==> src/rtl/serial_sub.sv <==
// Bit-serial unsigned subtractor: one bit per clock, LSB first, single borrow flop.
// Valid/ready on both sides; a result is held in DONE until the consumer takes it.
module serial_sub #(
    parameter int WIDTH = 8
) (
    input  logic             clk,
    input  logic             rst,
    input  logic             IN_valid,
    output logic             OUT_ready,
    input  logic [WIDTH-1:0] IN_minuend,
    input  logic [WIDTH-1:0] IN_subtrahend,
    output logic             OUT_valid,
    input  logic             IN_ready,
    output logic [WIDTH-1:0] OUT_diff,
    output logic             OUT_borrow
);

    localparam int CNT_W = $clog2(WIDTH + 1);
    localparam logic [CNT_W-1:0] LAST = CNT_W'(WIDTH - 1);

    typedef enum logic [1:0] {
        IDLE,
        RUN,
        DONE
    } state_t;

    state_t           state, state_nxt;
    logic [WIDTH-1:0] min_sh, sub_sh, diff_q;
    logic             borrow, borrow_q;
    logic [CNT_W-1:0] count;
    logic             d_bit, borrow_nxt;
    logic [WIDTH:0]   res_ext;
    logic             accept, last_bit;

    // Full-subtractor bit: returns {borrow_out, difference}
    function automatic logic [1:0] sub_bit(input logic a, input logic b, input logic br);
        sub_bit = {(~a & b) | (~(a ^ b) & br), a ^ b ^ br};
    endfunction

    assign {borrow_nxt, d_bit} = sub_bit(min_sh[0], sub_sh[0], borrow);

    // The minuend register doubles as the result accumulator: each consumed LSB
    // frees the MSB slot, which receives the new difference bit.
    assign res_ext  = {d_bit, min_sh};
    assign accept   = (state == IDLE) && IN_valid;
    assign last_bit = (state == RUN) && (count == LAST);

    always_ff @(posedge clk or posedge rst) begin
        if (rst) state <= IDLE;
        else     state <= state_nxt;
    end

    always_comb begin
        state_nxt = state;
        case (state)
            IDLE:    if (IN_valid) state_nxt = RUN;
            RUN:     if (count == LAST) state_nxt = DONE;
            DONE:    if (IN_ready) state_nxt = IDLE;
            default: state_nxt = IDLE;
        endcase
    end

    always_ff @(posedge clk or posedge rst) begin
        if (rst) begin
            min_sh   <= '0;
            sub_sh   <= '0;
            borrow   <= 1'b0;
            count    <= '0;
            diff_q   <= '0;
            borrow_q <= 1'b0;
        end else if (accept) begin
            min_sh <= IN_minuend;
            sub_sh <= IN_subtrahend;
            borrow <= 1'b0;
            count  <= '0;
        end else if (state == RUN) begin
            min_sh <= res_ext[WIDTH:1];
            sub_sh <= sub_sh >> 1;
            borrow <= borrow_nxt;
            count  <= count + CNT_W'(1);
            // Output copy updates only at completion so it holds through RUN
            if (last_bit) begin
                diff_q   <= res_ext[WIDTH:1];
                borrow_q <= borrow_nxt;
            end
        end
    end

    assign OUT_ready  = (state == IDLE);
    assign OUT_valid  = (state == DONE);
    assign OUT_diff   = diff_q;
    assign OUT_borrow = borrow_q;

endmodule

==> config.mk <==
export PLATFORM = sky130hd
export DESIGN_NAME = serial_sub
export DESIGN_NICKNAME = d
export VERILOG_FILES = /design/src/rtl/serial_sub.sv
export SDC_FILE = /design/constraint.sdc
export NUM_CORES = 1
export LEC_CHECK = 0
export CORE_ASPECT_RATIO = 1.2
export CORE_MARGIN = 2
export CORE_UTILIZATION = 49
export DETAILED_ROUTE_END_ITERATION = 7
export PLACE_DENSITY_LB_ADDON = 0.1
export SETUP_SLACK_MARGIN = 0.2
export SLEW_MARGIN = 20
export SYNTH_ARGS = -nofsm -noshare
export SYNTH_HDL_FRONTEND = slang
export SYNTH_SLANG_ARGS = --single-unit
==> constraint.sdc <==
create_clock -name clk -period 2.3 [get_ports clk]
set_clock_uncertainty 0.1 [all_clocks]
set_input_delay 0.46 -clock clk [delete_from_list [all_inputs] [get_ports clk]]
set_output_delay 0.46 -clock clk [all_outputs]
set_load 0.02 [all_outputs]
; After elaboration in Yosys (flattened, before gate mapping)
; Index checks and enable logic that the tools add are counted.
[word_totals]
mem_bits_rw = 0
wordCells = 40
latch_bits = 0
output_inout_bits = 11
reg_bits = 32
n_memories = 0
mem_bits_ro = 0
[op_classes]
n_reduce_logical = 6
n_bitwise = 8
n_div = 0
n_addsub = 1
n_shift = 0
n_eq_ne = 6
mul = 0
order_cmp = 0
mux = 12
[ops]
columns = operator, n
row1 = two-way mux 8 bit, 4
row2 = two-way mux 4 bit, 2
row3 = two-way mux 2 bit, 3
row4 = case mux 2 bit (3 select lines), 1
row5 = AND reduction 3 bit, 2
row6 = adder 4 x 1 -> 4 bit (second input constant), 1
row7 = == test 4 x 3 -> 1 bit (second input constant), 1
row8 = != test 2 x 1 -> 1 bit (second input constant), 2
row9 = NOT 1 bit, 3
row10 = AND 1 bit, 2
row11 = == test 2 x 1 -> 1 bit (second input constant), 1
row12 = == test 2 bit (second input constant), 1
row13 = logical AND 1 bit, 2
row14 = logical NOT 2 bit, 1
row15 = two-way mux 1 bit, 2
row16 = != test 2 bit (second input constant), 1
row17 = nonzero test 2 bit, 1
row18 = bitwise XOR 1 bit, 2
row19 = OR 1 bit, 1

; Longest topological paths before layout
[depth]
ltp_word = 6
ltp_mapped = 5
ltp_nobuf = 4

; Least setup slack after synthesis
; Ideal clock, no wire load.
[synth_path]
path_kind = flip-flop to flip-flop
from = register state[1]
to = register diff_q[0], in the netlist OUT_diff[0]
required_ns = 2.075
setup_slack_ns = 0.680
synth_period_minus_slack_ns = 1.620
setup_ns = 0.125
arrival_time_ns = 1.395
stages_incl_launch_ff = 5
path_cell_list = dfrtp_1 > nand2b_1 > buf_6 > nor3_4 > mux2_2
[synth_via]
elab_chain_len = 4
elab_cells_between_ends = 6
cone_classes = 1 x eq/ne / 1 x bitwise / 4 x reduce/logical
[synth_lines]
columns = element, line_no
row1 = start: declaration, 27  ; state_t state, state_nxt;
row2 = start signal: assignment, 50  ; else state <= state_nxt;
row3 = logical NOT 2 bit, 45  ; assign accept = (state == IDLE) && IN_valid;
row4 = logical AND 1 bit, 45
row5 = NOT 1 bit (no line), --
row6 = AND reduction 3 bit (no line) (*), --
row7 = end signal: assignment, 83  ; diff_q <= res_ext[WIDTH:1];
row8 = end: declaration, 28  ; logic [WIDTH-1:0] min_sh, sub_sh, diff_q;
; Mark *: on every way between the ends. The rest lies on a longest branch, timed or not.
; A chain may end at the register's enable or synchronous reset.

; Final worst setup path
[layout_path]
from = register state[1]
to = register diff_q[7], in the netlist OUT_diff[7]
; The elaborated chain is that of the path after synthesis.

==> summary.txt <==
Reg area: 801 sq um
first-pass GRT wire length: 4.35 mm
maximum vdd drop: 713 uV
cell count after synthesis: 126
largest area contributor in the netlist: dfrtp_1
status: complete, no violations
fraction of layout cells with a size suffix above 1: 0.149
Final Hold Viols: 0
Sink Count: 32
EDFF count, synth: 0
synth top area cells: dfrtp_1 58%, nand2_1 9.8%, a22oi_1 7.6%
mean routed wirelength per cell: 13.4 um
Hold/Removal Path Class: register to register
vias in the first global route: 1031
Mean Syn Cell Area: 11.0 sq um
worst-margin pin slew: 598 ps
Post-synth ARST share: 1.00
Root Driver: clkbuf_4
met2 GRT Util: 0.266
worst skew pair latency: 330 ps
crit path launch type: register
Rows: 21
Crit. End Element: register
drt drc: 0
Initial Utilization: 0.506
post-route ant nets: 0
Power Dens Cells: 1280 mW/mm^2
GRT Total Usage: 0.180
critical path type: register to register
Post-Route WL: 2.61 mm
Iteration-0 DRC Markers: 21
CTS H-tree lvls: 2
Core Footprint: 0.00273 sq mm
first drt pass iteration count: 5
gpl congestion: 0.674
Worst slew margin: 0.600
total power draw: 0.00229 W
IO Pins: 31
Final Max Slew Viols: 0
crit path time final: 1900 ps
gr ovfl total: 0
initial antenna violation count: 0
Via Count: 1015
Synth top area share: 0.579
setup TNS: 0 ps
Netlist cell types: 23
Crit path arrival time: 2020 ps
Final #Nets: 182
RSZ-0062 raised after global routing: false
number of fill cells in the layout: 236
mapped cell area: 0.00138 sq mm
clock-pin slew on the worst setup and hold paths: 100 ps
total CTS buffers: 5
Die ar.: 0.00327 sq mm
DR vias/cell: 5.21
met3 Resource Use GR: 0.0577
CP required: 2420 ps
Post-Syn Nets: 148
Syn. warnings: 0
ANT cells: 0
hold buffer count at cts: 0
#FFs+latches synth: 32
CTS Buffer Depth: 2
peak fanout along the critical path: 10
Die W: 52.5 um
MaxCap Viol Count: 0
Layout area overhead: 29.0%
Lkg Pwr: 0.846 nW
Max Freq: 0.526 GHz
area of the multi-input gates: 538 sq um
fin util: 0.653
commonest cells in the netlist: 36 x nand2_1, 32 x dfrtp_1, 14 x a22oi_1, 8 x mux2_2
final setup vio count: 0
Period Utilization, post-route: 0.826
post-synthesis sequential area ratio: 0.579
die height: 62.2 um
ys flop type: dfrtp_1
largest net degree at the start of global routing: 33
dominant cell by count in the synthesized netlist: nand2_1
Final HPWL DP: 1.81 mm
TritonCTS clock tree: yes
PortBufs: 30
GRT Max-Usage Layer: met2
GR Util met1: 0.236
-- final cells by class --
class / count / share of cell area
sequential: 32 / 0.448
multi-input combinational: 83 / 0.301
timing repair buffer: 33 / 0.182
clock buffer: 6 / 0.0287
tap: 34 / 0.0238
inverter: 5 / 0.0105
clock inverter: 2 / 0.00561
-- layout by cell type (no fill, tap or decap), drive strengths merged, types with 2 or more instances in the layout --
cell type,netlist,final
and2b,2,2
clkbuf,3,6
clkinv,0,2
clkdlybuf4s50,0,28
nor3b,2,2
o21ai,5,5
nand2b,3,3
a22oi,14,14
a21o,2,2
mux2i,3,3
nand2,36,36
o21bai,2,2
buf,3,3
mux2,8,8
inv,5,5
dfrtp,32,32
-- state kept, by name, summed over array words and instances, names as in the netlist --
signal and cells:
OUT_diff 8, min_sh 8, sub_sh 8, count 4
state 2, OUT_borrow 1, borrow 1
-- worst paths after layout --
check / from / endpoint / slack [ps] / cells after the start
worst max-delay path: state[1] / OUT_diff[7] / 400 / 3
worst min register to register: sub_sh[3] / sub_sh[3] / 390 / 2
max in group asynchronous: rst / sub_sh[2] / 1400 / 3
worst max register to register: state[1] / OUT_diff[7] / 400 / 3
worst min-delay path: sub_sh[3] / sub_sh[3] / 390 / 2
min in group asynchronous: rst / OUT_diff[0] / 400 / 3
-- stage by stage --
step | instance area [sq um] | worst slack (ps) | instances | hold slack, ps
3_5_place_dp | 1720 | 337 | 187 | 369
5_1_grt | 1790 | 291 | 195 | 414
3_3_place_gp | 1720 | 368 | 187 | 367
2_1_floorplan | 1380 | 680 | 126 | 346
4_1_cts | 1780 | 220 | 195 | 392
6_report | 1790 | 401 | 195 | 392
-- metal layers --
metal	wire length, um	vias to the layer above
li1	-	494
met1	1190	484
met2	1240	33
met3	145	4
met4	38	0
met5	0	-
-- where the power goes --
group          leakage, nW  switching (W)  internal (W)
Sequential           0.397       0.000169      0.000821
Clock               0.0380       0.000197      0.000145
Combinational        0.411       0.000490      0.000468
Total                0.846       0.000856       0.00143
-- timing repair --
action	in CTS	in global routing
resized for setup	1	1
setup buffers	0	0
endpoints found under the hold margin	0	0
pin swaps	0	0
endpoints found under the setup margin	1	1
-- kinds of logic (layout without fill, tap and decap cells) --
| family | Yosys count | count (layout) | share of synthesized area |
|---|---|---|---|
| AND/OR/NAND/NOR | 46 | 46 | 0.154 |
| flip-flops | 32 | 32 | 0.579 |
| AO/OA/AOI/OAI | 24 | 24 | 0.121 |
| multiplexers | 11 | 11 | 0.0868 |
| buffers and inverters | 11 | 46 | 0.0362 |
| adder cells (fa/ha/maj) | 2 | 2 | 0.0235 |
-- worst max-delay path: stages, from the launching register on --
cell	delay (ps)
dfrtp_1	430
nand2b_1	330
nor3_4	540
mux2_2	390
No activity file was read; power rests on OpenSTA's default activity.
